[config.mk]
export PLATFORM = sky130hd
export DESIGN_NAME = mem_arbiter
export DESIGN_NICKNAME = d
export VERILOG_FILES = /design/src/rtl/mem_arbiter_pkg.sv /design/src/rtl/mem_arbiter_byte_assembler.sv /design/src/rtl/mem_arbiter.sv
export SDC_FILE = /design/constraint.sdc
export NUM_CORES = 1
export LEC_CHECK = 0
export ABC_CLOCK_PERIOD_IN_PS = 2550
export BUFFER_PORTS_ARGS = -buffer_cell sky130_fd_sc_hd__buf_4
export CAP_MARGIN = 5
export CORE_MARGIN = 5
export CORE_UTILIZATION = 50
export DETAILED_ROUTE_END_ITERATION = 10
export GPL_TIMING_DRIVEN = 0
export MAX_ROUTING_LAYER = met4
export PLACE_DENSITY = 0.86
export SETUP_SLACK_MARGIN = 0.1
export SLEW_MARGIN = 40
export SYNTH_ARGS = -nofsm -noshare
export SYNTH_HDL_FRONTEND = slang
export SYNTH_SLANG_ARGS = --single-unit
[constraint.sdc]
create_clock -name clk -period 2.55 [get_ports clk]
set_input_delay 0.51 -clock clk [delete_from_list [all_inputs] [get_ports clk]]
set_output_delay 0.51 -clock clk [all_outputs]
set_load 0.02 [all_outputs]
[src/rtl/mem_arbiter_pkg.sv]
// rtl/mem_arbiter_pkg.sv - shared encodings and helpers for the byte-wide RAM arbiter
package mem_arbiter_pkg;

    localparam logic [1:0] SZ_B = 2'd0;
    localparam logic [1:0] SZ_H = 2'd1;
    localparam logic [1:0] SZ_W = 2'd2;

    localparam logic [31:0] ZeroWord    = 32'h0000_0000;
    localparam int          InstAddrBus = 32;

    typedef enum logic [1:0] {
        IDLE     = 2'd0,
        BUSY_IF  = 2'd1,
        BUSY_MEM = 2'd2
    } arb_state_e;

    // Size code 3 is illegal and is serviced as a full word.
    function automatic logic [2:0] size_to_beats(input logic [1:0] sz);
        case (sz)
            SZ_B:    return 3'd1;
            SZ_H:    return 3'd2;
            SZ_W:    return 3'd4;
            default: return 3'd4;
        endcase
    endfunction

endpackage

[src/rtl/mem_arbiter_byte_assembler.sv]
// rtl/mem_arbiter_byte_assembler.sv - beat counter, little-endian byte capture and done pulse
module byte_assembler
    import mem_arbiter_pkg::*;
(
    input  logic        clk,
    input  logic        rst,
    input  logic        i_start,
    input  logic        i_busy,
    input  logic        i_abort,
    input  logic        i_read,
    input  logic [2:0]  i_len,
    input  logic [7:0]  i_ram_dout,
    output logic [2:0]  o_beat,
    output logic        o_last,
    output logic        o_done,
    output logic [31:0] o_word
);

    logic [2:0]  r_beat;
    logic [31:0] r_cap;
    logic        r_done;
    logic [31:0] w_word;

    // Reads finish one beat later than writes because RAM data lags its address by a cycle.
    always_comb begin
        o_last = i_busy && (i_read ? (r_beat == i_len) : (r_beat == i_len - 3'd1));
    end

    // Byte for beat r_beat-1 is on ram_dout now; merge it so the final edge sees the whole word.
    always_comb begin
        w_word = r_cap;
        for (int k = 0; k < 4; k++) begin
            if (r_beat == 3'(k + 1)) begin
                w_word[8*k +: 8] = i_ram_dout;
            end
        end
    end

    always_ff @(posedge clk) begin
        if (rst) begin
            r_beat <= 3'd0;
            r_cap  <= ZeroWord;
            r_done <= 1'b0;
        end else begin
            r_done <= o_last && !i_abort;
            if (i_start) begin
                r_beat <= 3'd0;
                r_cap  <= ZeroWord;
            end else if (i_busy) begin
                r_beat <= r_beat + 3'd1;
                if (i_read && r_beat != 3'd0) begin
                    r_cap <= w_word;
                end
            end
        end
    end

    assign o_beat = r_beat;
    assign o_done = r_done;
    assign o_word = w_word;

endmodule

[src/rtl/mem_arbiter.sv]
// rtl/mem_arbiter.sv - shares one byte-wide RAM port between instruction fetch and the MEM stage
module mem_arbiter
    import mem_arbiter_pkg::*;
#(
    parameter int ADDR_W = InstAddrBus
) (
    input  logic              clk,
    input  logic              rst,
    input  logic              if_req,
    input  logic [ADDR_W-1:0] if_addr,
    input  logic              if_flush,
    output logic              if_done,
    output logic [31:0]       if_inst,
    input  logic              mem_req,
    input  logic              mem_we,
    input  logic [1:0]        mem_size,
    input  logic [ADDR_W-1:0] mem_addr,
    input  logic [31:0]       mem_wdata,
    output logic              mem_done,
    output logic [31:0]       mem_rdata,
    output logic [ADDR_W-1:0] ram_a,
    output logic              ram_wr,
    output logic [7:0]        ram_din,
    input  logic [7:0]        ram_dout
);

    arb_state_e        r_state;
    arb_state_e        w_state_nxt;
    logic [ADDR_W-1:0] r_addr;
    logic              r_we;
    logic [31:0]       r_wdata;
    logic [2:0]        r_len;
    logic              r_is_if;

    logic              w_grant_mem;
    logic              w_grant_if;
    logic              w_busy;
    logic              w_abort;
    logic              w_last;
    logic              w_done;
    logic [2:0]        w_beat;
    logic [1:0]        w_lane;
    logic [7:0]        w_din_nxt;
    logic [31:0]       w_word;

    always_ff @(posedge clk) begin
        if (rst) begin
            r_state <= IDLE;
        end else begin
            r_state <= w_state_nxt;
        end
    end

    always_comb begin
        w_state_nxt = r_state;
        case (r_state)
            IDLE: begin
                if (w_grant_mem) begin
                    w_state_nxt = BUSY_MEM;
                end else if (w_grant_if) begin
                    w_state_nxt = BUSY_IF;
                end
            end
            BUSY_IF: begin
                if (if_flush || w_last) begin
                    w_state_nxt = IDLE;
                end
            end
            BUSY_MEM: begin
                if (w_last) begin
                    w_state_nxt = IDLE;
                end
            end
            default: w_state_nxt = IDLE;
        endcase
    end

    // A requester whose done is high is still dropping its req, so it must not be re-granted.
    always_comb begin
        w_busy      = (r_state != IDLE);
        w_abort     = (r_state == BUSY_IF) && if_flush;
        w_grant_mem = (r_state == IDLE) && mem_req && !mem_done;
        w_grant_if  = (r_state == IDLE) && !w_grant_mem && if_req && !if_done && !if_flush;
    end

    byte_assembler u_asm (
        .clk        (clk),
        .rst        (rst),
        .i_start    (w_grant_mem || w_grant_if),
        .i_busy     (w_busy),
        .i_abort    (w_abort),
        .i_read     (!r_we),
        .i_len      (r_len),
        .i_ram_dout (ram_dout),
        .o_beat     (w_beat),
        .o_last     (w_last),
        .o_done     (w_done),
        .o_word     (w_word)
    );

    assign w_lane = 2'(w_beat + 3'd1);

    always_comb begin
        case (w_lane)
            2'd1:    w_din_nxt = r_wdata[15:8];
            2'd2:    w_din_nxt = r_wdata[23:16];
            2'd3:    w_din_nxt = r_wdata[31:24];
            default: w_din_nxt = r_wdata[7:0];
        endcase
    end

    // RAM port is registered: the grant edge presents beat 0, each busy edge presents the next beat.
    always_ff @(posedge clk) begin
        if (rst) begin
            r_addr    <= '0;
            r_we      <= 1'b0;
            r_wdata   <= ZeroWord;
            r_len     <= 3'd0;
            r_is_if   <= 1'b0;
            ram_a     <= '0;
            ram_wr    <= 1'b0;
            ram_din   <= 8'h00;
            if_inst   <= ZeroWord;
            mem_rdata <= ZeroWord;
        end else begin
            if (w_grant_mem || w_grant_if) begin
                r_addr  <= w_grant_mem ? mem_addr : if_addr;
                r_we    <= w_grant_mem && mem_we;
                r_wdata <= mem_wdata;
                r_len   <= w_grant_mem ? size_to_beats(mem_size) : 3'd4;
                r_is_if <= w_grant_if;
                ram_a   <= w_grant_mem ? mem_addr : if_addr;
                ram_wr  <= w_grant_mem && mem_we;
                ram_din <= mem_wdata[7:0];
            end else if (w_busy && !w_abort && (w_beat + 3'd1 < r_len)) begin
                ram_a   <= r_addr + ADDR_W'(w_beat) + ADDR_W'(1);
                ram_wr  <= r_we;
                ram_din <= w_din_nxt;
            end else begin
                ram_wr  <= 1'b0;
            end

            if (w_last && !r_we && !w_abort) begin
                if (r_state == BUSY_IF) begin
                    if_inst <= w_word;
                end else begin
                    mem_rdata <= w_word;
                end
            end
        end
    end

    assign if_done  = w_done && r_is_if;
    assign mem_done = w_done && !r_is_if;

endmodule

== Yosys cells after proc, flatten, opt, wreduce, memory -nomap -nowiden ==
Index checks and enable logic that the tools add are counted.

* Equal/unequal tests: 15
* Reductions and logical operators: 36
* Add/sub/neg operators: 4
* Multiplexer cells: 20
* Bitwise gates (word level): 1
* Order comparisons: 1

{| class="wikitable"
|+ Operators by type and width
! cell !! count
|-
| $mux W32 || 3
|-
| $mux W8 || 6
|-
| $add A32 B1 Y32 const B || 1
|-
| $add A32 B3 Y32 || 1
|-
| $pmux W8 S3 || 1
|-
| $logic_and A1 B1 Y1 || 17
|-
| $mux W2 || 4
|-
| $logic_not A1 Y1 || 7
|-
| $eq A2 B1 Y1 const B || 3
|-
| $eq A2 B2 Y1 const B || 3
|-
| $eq A3 B2 Y1 const B || 2
|-
| $eq A3 B3 Y1 || 2
|-
| $pmux W2 S3 || 1
|-
| $pmux W3 S2 || 1
|-
| $reduce_and A2 Y1 || 3
|-
| $logic_not A2 Y1 || 2
|-
| $reduce_bool A2 Y1 || 2
|-
| $add A3 B1 Y3 const B || 1
|-
| $eq A3 B1 Y1 const B || 1
|-
| $eq A3 B3 Y1 const B || 1
|-
| $lt A3 B3 Y1 || 1
|-
| $mux W1 || 3
|-
| $mux W3 || 1
|-
| $ne A3 B3 Y1 const B || 1
|-
| 8 further kinds || 9
|}

* Register bits: 212
* Bits of input ports: 112
* Logic and storage cells: 91

== Logic depth before layout (Yosys ltp) ==
Gate-level depths: netlist of run 1.

* Depth in word-level cells: 12
* Depth in mapped cells: 13
* Mapped depth without buffers: 10

== By module ==
A second synthesis of run 1 with hierarchy kept.

* Cells, all modules: 1204
* Area, all modules: 9684.3 um^2

{| class="wikitable"
|+ Modules (own cells, without submodules)
! module !! sequential area each (um^2) !! cells each !! instances !! area an instance (um^2)
|-
| mem_arbiter || 3523.4 || 945 || 1 || 7739.9
|-
| byte_assembler || 720.7 || 259 || 1 || 1944.4
|}

== Least setup slack after synthesis of run 1 ==
No wires, ideal clock.

* Kind: reg2reg
* Start point: register u_asm.r_beat[1] (netlist: u_asm.o_beat[1])
* End point: register ram_din[2]
* Slack: 0.174 ns
* Path buffers: 2
* Arrival: 2.244 ns
* Stages on the path, launching flop included: 12
* Path through: dfxtp_1 ha_1 ha_1 inv_1 ha_1 o21ai_0 o221ai_1 clkbuf_1 clkbuf_1 o21ai_0 nand2_1 a21oi_1

* Cells in the longest elaborated chain, start to end: 5
* Elaborated cells on any way between the ends: 10

{| class="wikitable"
|+ Ends and longest elaborated chain
! what !! RTL line !! text
|-
| start, declared || mem_arbiter_byte_assembler.sv:19 || <nowiki>logic [2:0] r_beat;</nowiki>
|-
| start signal, assigned || mem_arbiter_byte_assembler.sv:50 || <nowiki>r_beat <= r_beat + 3'd1;</nowiki>
|-
| $add A3 B1 Y3 (*) || mem_arbiter.sv:135 || <nowiki>end else if (w_busy && !w_abort && (w_beat + 3'd1 < r_len)) begin</nowiki>
|-
| $eq A2 B2 Y1 or $eq A2 B1 Y1 (tied branches) || mem_arbiter.sv:104 || <nowiki>case (w_lane)</nowiki>
|-
| $pmux W8 S3 || mem_arbiter.sv:104 ||
|-
| $mux W8 || mem_arbiter.sv:135 ||
|-
| $mux W8 || mem_arbiter.sv:126 || <nowiki>if (w_grant_mem || w_grant_if) begin</nowiki>
|-
| end signal, assigned || mem_arbiter.sv:134 || <nowiki>ram_din <= mem_wdata[7:0];</nowiki>
|-
| end signal, assigned || mem_arbiter.sv:138 || <nowiki>ram_din <= w_din_nxt;</nowiki>
|-
| end, declared || mem_arbiter.sv:23 || <nowiki>output logic [7:0] ram_din,</nowiki>
|}

Every way passes the cells marked *; elsewhere a longest branch is shown, timed or not. The select of a mux whose other input is x is not followed.
A chain may end at the register's enable or synchronous reset.

== Worst setup path after layout of run 1 ==
* Start point: register r_state[1]
* End point: register r_addr[11]

* Cells in the longest elaborated chain, start to end: 9
* Elaborated cells on any way between the ends: 10

{| class="wikitable"
|+ Ends and longest elaborated chain
! what !! RTL line !! text
|-
| start, declared || mem_arbiter.sv:27 || <nowiki>arb_state_e r_state;</nowiki>
|-
| start signal, assigned || mem_arbiter.sv:50 || <nowiki>r_state <= w_state_nxt;</nowiki>
|-
| $logic_not A2 Y1 (*) || mem_arbiter.sv:82, mem_arbiter.sv:83 ||
|-
| $logic_and A1 B1 Y1 (2 in series) || mem_arbiter.sv:82 || <nowiki>w_grant_mem = (r_state == IDLE) && mem_req && !mem_done;</nowiki>
|-
| $logic_not A1 Y1 || mem_arbiter.sv:83 || <nowiki>w_grant_if = (r_state == IDLE) && !w_grant_mem && if_req && !if_done && !if_flush;</nowiki>
|-
| $logic_and A1 B1 Y1 (4 in series) || mem_arbiter.sv:83 ||
|-
| $logic_or A1 B1 Y1 || mem_arbiter.sv:126 ||
|-
| end signal, assigned || mem_arbiter.sv:127 || <nowiki>r_addr <= w_grant_mem ? mem_addr : if_addr;</nowiki>
|-
| end, declared || mem_arbiter.sv:29 || <nowiki>logic [ADDR_W-1:0] r_addr;</nowiki>
|}

Every way passes the cells marked *; elsewhere a longest branch is shown, timed or not.

==> reports/qor.txt, run 1 <==
Status - finished, final reports clean
Fin Setup TNS - 0 ns
Area Growth Syn to Fin - 29.4%
H-tree Lvls - 1
Total grt overflow - 0
Drt total wl - 29600 microns
Fin cells - 1552
Kind of critical path - flip-flop to flip-flop
Final Slew Violations - 0
Number of max-cap violations - 0
Crit path DAT - 2.73 ns
Fraction of layout cells with a size suffix above 1 - 24.6%
Wirelength per Cell - 19.1 microns
Tightest Hold Check Type - input pin to flip-flop
DR vias/cell - 5.84
Pwr per Cell Area - 760 nW/um^2
Mapped Avg Cell Area - 8.59 sq um
Ys async rst share - 0%
Detail Route Antenna Nets - 0
Seq cells post-synth - 212
Drt first pass iters - 6
Die height - 146 microns
Initial core utilization - 51.0%
Clock root cell - clkbuf_16
Final worst slack - 0.156 ns
Sequential area share after synthesis - 46.0%
Placed insts - 1511
Worst hold margin - 0.265 ns
DIE WIDTH - 146 microns
Synthesized instance count - 1073
Placed Area - 11100 sq um
FILL cells - 1407
Pleak - 4.89 nW
DRC viols - 0
Slew HR - 50.2%
CTS max path bufs - 3
Vias in the first global route - 8821
Peak VDD IR - 0.488 mV
WP data required - 2.89 ns
F_max - 418 MHz
CTS tree - built
Crit path max fanout - 10
CTS Buf Count - 21
Critical Path Source Type - flip-flop
Commonest non-fill, non-tap cell in the layout - buf_4
IO Count - 219
Post-route minimum period - 2.39 ns
Die area - 21200 sq um
Most frequent cells in the layout - buf_4, dfxtp_1, nor2_1, nand2_1, a21oi_1
Placement Rows - 49
Setup crit end kind - flip-flop
Clock transition at path regs - 0.07 ns
Cell Area, Synth - 9220 sq um
Routability cong. - 0.944
Pre-CTS WS - -0.650 ns
Final hold vios - 0
Slew @ Worst Pin - 0.748 ns
IO Port Bufs - 209
Post-route cell area - 11900 sq um
Final setup vio count - 0
Core box area - 18100 sq um
N_diodes - 0
RSZ-0062 raised after global routing - false
Number of antenna violations at the first check in global routing - 0
YS warnings - 0
Final Cycle Share - 93.9%
Largest net degree at the start of global routing - 15
Via count - 9060
Post-DP HPWL - 21100 microns
Post-layout net count - 1434
Iter 0 DRT Violations - 911
First-pass GRT wire length - 46000 microns
Final worst clock skew - 0.0141 ns
Clk_lat worst skew - 0.50 ns
Post-synth EDFFs - 0
Synth cell types - 60
Total track usage - 26.9%
TritonCTS sink count - 212
Ys flop type - dfxtp_1
Post-CTS Hold Fix Bufs - 0
Syn nets - 1197
## report_power, final
part           internal, mW  total, mW  switching, mW
registers              3.63       3.88          0.243
clock network          1.85       3.13           1.27
logic                 0.828       2.07           1.24
total                  6.32       9.07           2.75
## what timing repair did
action | in CTS | in global routing
cloned | 0 | 1
setup endpoints to repair | 46 | 53
pin swaps | 0 | 4
buffers inserted | 0 | 4
resized for setup | 15 | 27
## path summary, 6_finish.rpt
check | cells after the start | start | slack (ns) | endpoint
max reg2reg | 6 | r_state[1]$_SDFFE_PP0P_ | 0.16 | r_addr[11]$_SDFFE_PP0P_
max | 6 | r_state[1]$_SDFFE_PP0P_ | 0.16 | r_addr[11]$_SDFFE_PP0P_
min | 3 | mem_wdata[28] | 0.27 | r_wdata[28]$_SDFFE_PP0P_
min reg2reg | 2 | r_wdata[15]$_SDFFE_PP0P_ | 0.45 | r_wdata[15]$_SDFFE_PP0P_
## stage by stage
| step | power, mW | util (%) |
|---|---|---|
| final | 9.07 | 66.0 |
| after global routing | 9.42 | 66.0 |
| after CTS | 9.00 | 65.3 |
| after detailed placement | 5.89 | 61.2 |
| after global placement | 5.84 | 61.2 |
| after floorplan | 5.07 | - |
## final cells by class
type / count / area [sq um] / share of cell area [%]
inverter: 13 / 48.8 / 0.409
sequential: 212 / 4250 / 35.6
tap: 229 / 287 / 2.40
clock inverter: 8 / 92.6 / 0.776
timing repair buffer: 214 / 1620 / 13.6
clock buffer: 28 / 602 / 5.04
multi-input combinational: 760 / 4580 / 38.4
buffer: 88 / 450 / 3.78
## flip-flops by register name, indices dropped and copies added, names as in the netlist
register      flops
if_inst          32
mem_rdata        32
r_addr           32
r_wdata          32
ram_a            32
u_asm.r_cap      32
ram_din           8
r_len             3
u_asm.o_beat      3
r_state           2
r_is_if           1
r_we              1
ram_wr            1
u_asm.o_done      1
## per-layer routing
metal	wire, microns	vias up	part of all wire [%]	GRT usage [%]
met4	1410	0	4.8	12.1
li1	-	4252	-	-
met2	13600	533	46	42.0
met3	2930	120	9.9	5.33
met1	11600	4155	39	33.8
met5	0	-	0	-
## cells in the mapped netlist (all sizes together), types with 2 or more instances
cell     instances  area, sq um
or3              4         25.0
nand4           12         81.3
nand3b           2         15.0
nor3            20          123
nand3           11         72.6
o21ai           25          125
inv             12         45.0
a2111oi          2         23.8
a21o             2         15.0
and3             6         38.8
nand2b           4         25.0
a21oi           88          440
ha              11          138
o211ai           2         15.0
and2             5         33.8
nor4b            2         17.5
and3b            2         17.5
nor2           170          651
xnor2           14          123
mux2i           64          641
nor3b            2         20.0
xor2            19          166
a311oi          16          140
o22ai           18          113
clkbuf          34          128
a211oi          71          543
buf             54          269
nor2b            4         25.0
and4             2         20.0
o21bai           2         15.0
a22o             2         17.5
o21a             3         22.5
o221ai          10         87.6
nand2          146          548
dfxtp          212         4240
o221a            2         22.5
a222oi           8         80.1
## logic make-up after synthesis
kind of cell	share of synthesized area, %
muxes	6.95
DFF	46.0
AOI/OAI and AO/OA	18.5
buffers and inverters	4.83
adders and majority gates	1.71
xor gates and xnor gates	3.14
and+or+nand+nor	18.9
## worst max-delay path, cell delays in order, from the launching register on
cell and delay, ns:
dfxtp_1 0.31, buf_2 0.23, nor2_4 0.11, nand3_2 0.23
buf_1 0.61, buf_1 0.53, a311oi_1 0.21
No activity file was read; power rests on OpenSTA's default activity.
==> run 2: changes to the inputs <==
==> constraint.sdc (replaced) <==
create_clock -name clk -period 2.55 [get_ports clk]
set_input_delay 0.1275 -clock clk [delete_from_list [all_inputs] [get_ports clk]]
set_output_delay 0.1275 -clock clk [all_outputs]
set_load 0.02 [all_outputs]
==> run 2 against run 1 <==
Effect of this change: non-clock buffer count increased by 74; clock skew up 0.0022 ns; register-to-register slack barely moved; first-iteration DRC count grew 21%; highest routed layer unchanged; worst hold slack worse by 0.26 ns; total power rose by 1.8%; die area unchanged.
==> reports/qor.txt, run 2 (same netlist as run 1, synthesis figures left out) <==
Post-layout net count - 1508 (+5.2%)
Final Slew Violations - 0 (unchanged)
Critical Path Source Type - flip-flop
Largest net degree at the start of global routing - 15 (unchanged)
DIE WIDTH - 146 microns (unchanged)
Core box area - 18100 sq um (unchanged)
Area Growth Syn to Fin - 37.6%
Slew HR - 48.9% (-1.2 points)
Post-route minimum period - 2.39 ns (-0.00701 ns)
Crit. Startpoint - u_asm.o_beat[1]$_SDFFE_PP0P_
Worst path max stage delay - 0.39 ns (-0.22 ns)
Peak VDD IR - 0.515 mV (+5.6%)
Final worst clock skew - 0.0163 ns (+0.00222 ns)
Buffer and inverter count on the worst path - 2 (-1)
H-tree Lvls - 1 (unchanged)
DRC viols - 0 (unchanged)
Total grt overflow - 0 (unchanged)
Crit path max fanout - 8 (-2)
CTS tree - built
Detail Route Antenna Nets - 0 (unchanged)
Placed insts - 1511 (unchanged)
Tightest Hold Check Type - input pin to flip-flop
Most frequent cells in the layout - buf_4, dfxtp_1, nor2_1, nand2_1, a21oi_1
Fraction of layout cells with a size suffix above 1 - 23.3% (-1.3 points)
Crit path DAT - 2.81 ns (+0.08 ns)
CP max stage cell - dfxtp_4
Routability cong. - 0.944 (unchanged)
Slew @ Worst Pin - 0.766 ns (+0.0187 ns)
Clock root cell - clkbuf_16
Setup crit end kind - flip-flop
Number of max-cap violations - 0 (unchanged)
Vias in the first global route - 9536 (+8.1%)
Drt total wl - 32100 microns (+8.4%)
RSZ-0062 raised after global routing - false
Post-DP HPWL - 21100 microns (unchanged)
Initial core utilization - 51.0% (unchanged)
Placement Rows - 49 (unchanged)
Pwr per Cell Area - 728 nW/um^2 (-4.2%)
CTS Buf Count - 21 (unchanged)
Wirelength per Cell - 19.7 microns (+3.4%)
Post-route cell area - 12700 sq um (+6.3%)
Commonest non-fill, non-tap cell in the layout - buf_4
Crit-path leading delay family - adder cells
Iter 0 DRT Violations - 1099 (+21%)
CTS max path bufs - 3 (unchanged)
Final hold vios - 0 (unchanged)
Fin Setup TNS - 0 ns (unchanged)
IO Count - 219 (unchanged)
IO Port Bufs - 209 (unchanged)
Kind of critical path - flip-flop to flip-flop
Number of antenna violations at the first check in global routing - 1 (+1)
Total track usage - 29.4% (+2.5 points)
F_max - 419 MHz (+0.29%)
Power Total - 9.23 mW (+1.8%)
Placed Area - 11100 sq um (unchanged)
Clock transition at path regs - 0.07 ns (about the same)
Pleak - 5.20 nW (+6.3%)
Clk_lat worst skew - 0.50 ns (about the same)
Final Cycle Share - 93.6% (-0.27 points)
Hold Crit Start - mem_addr[24]
WP data required - 2.97 ns (+0.08 ns)
Fin cells - 1627 (+4.8%)
Reg2reg start - u_asm.o_beat[1]$_SDFFE_PP0P_
Via count - 9722 (+7.3%)
Most used cell, CP - ha_1
Status - finished, final reports clean
TritonCTS sink count - 212 (unchanged)
Drt first pass iters - 9 (+3)
Worst-path cell chain - ha_1 > ha_1 > inv_1 > ha_1 > o21ai_2 > o221a_2 > clkbuf_4 > nor2_4 > a221oi_1 > a21oi_1
DR vias/cell - 5.98 (+2.4%)
First-pass GRT wire length - 50100 microns (+8.9%)
Die area - 21200 sq um (unchanged)
Final setup vio count - 0 (unchanged)
FF-to-FF setup slack - 0.16 ns (about the same)
Die height - 146 microns (unchanged)
[run 2: where the power goes]
| part | leakage [nW] | switching (mW) | internal (mW) | total, mW |
|---|---|---|---|---|
| sequential | 1.74 | 0.253 | 3.63 | 3.89 |
| clock | 0.345 | 1.29 | 1.86 | 3.15 |
| combinational | 3.12 | 1.30 | 0.900 | 2.20 |
[run 2: final cells by class]
type | instances | area [sq um]
diodes | 1 | 2.50
plain buffers | 88 | 450
clock buffers | 28 | 602
clock inverters | 8 | 92.6
fillers | 1274 | 5410
inverters | 13 | 48.8
multi-input cells | 760 | 4590
flip-flops and latches | 212 | 4250
well taps | 229 | 287
repair buffers | 288 | 2350
[run 2: worst paths after layout]
check                             to  cells past startpoint
max           ram_a[11]$_SDFFE_PP0P_                     10
min           ram_a[24]$_SDFFE_PP0P_                      3
max reg2reg   ram_a[11]$_SDFFE_PP0P_                     10
min reg2reg  r_wdata[6]$_SDFFE_PP0P_                      2
[run 2: metrics by stage]
stage / worst slack, ns / util [%] / hold slack, ns
after floorplan: 0.174 / - / 0.268
after global placement: -0.589 / 61.2 / 0.387
after detailed placement: -0.650 / 61.2 / 0.389
after CTS: 0.106 / 69.5 / 0.000677
after global routing: 0.0956 / 70.1 / 0.0196
final: 0.163 / 70.1 / 0.00104
[run 2: worst min-delay path, cell delays in order]
cell and delay (ns):
buf_4 0.08, o22ai_1 0.10, nor3_1 0.15
[run 2: repair_timing]
item,CTS,global route
pin swaps,0,6
buffers inserted,0,3
hold endpoints to repair,88,0
hold buffers,76,0
endpoints found under the setup margin,46,57
gates resized for setup,15,31
[run 2: per-layer routing]
metal | vias up | share of wire, % | global-route usage, %
li1 | 4395 | - | -
met1 | 4463 | 38 | 35.7
met2 | 694 | 46 | 47.0
met3 | 170 | 10 | 5.61
met4 | 0 | 5.4 | 14.2
met5 | - | 0 | -
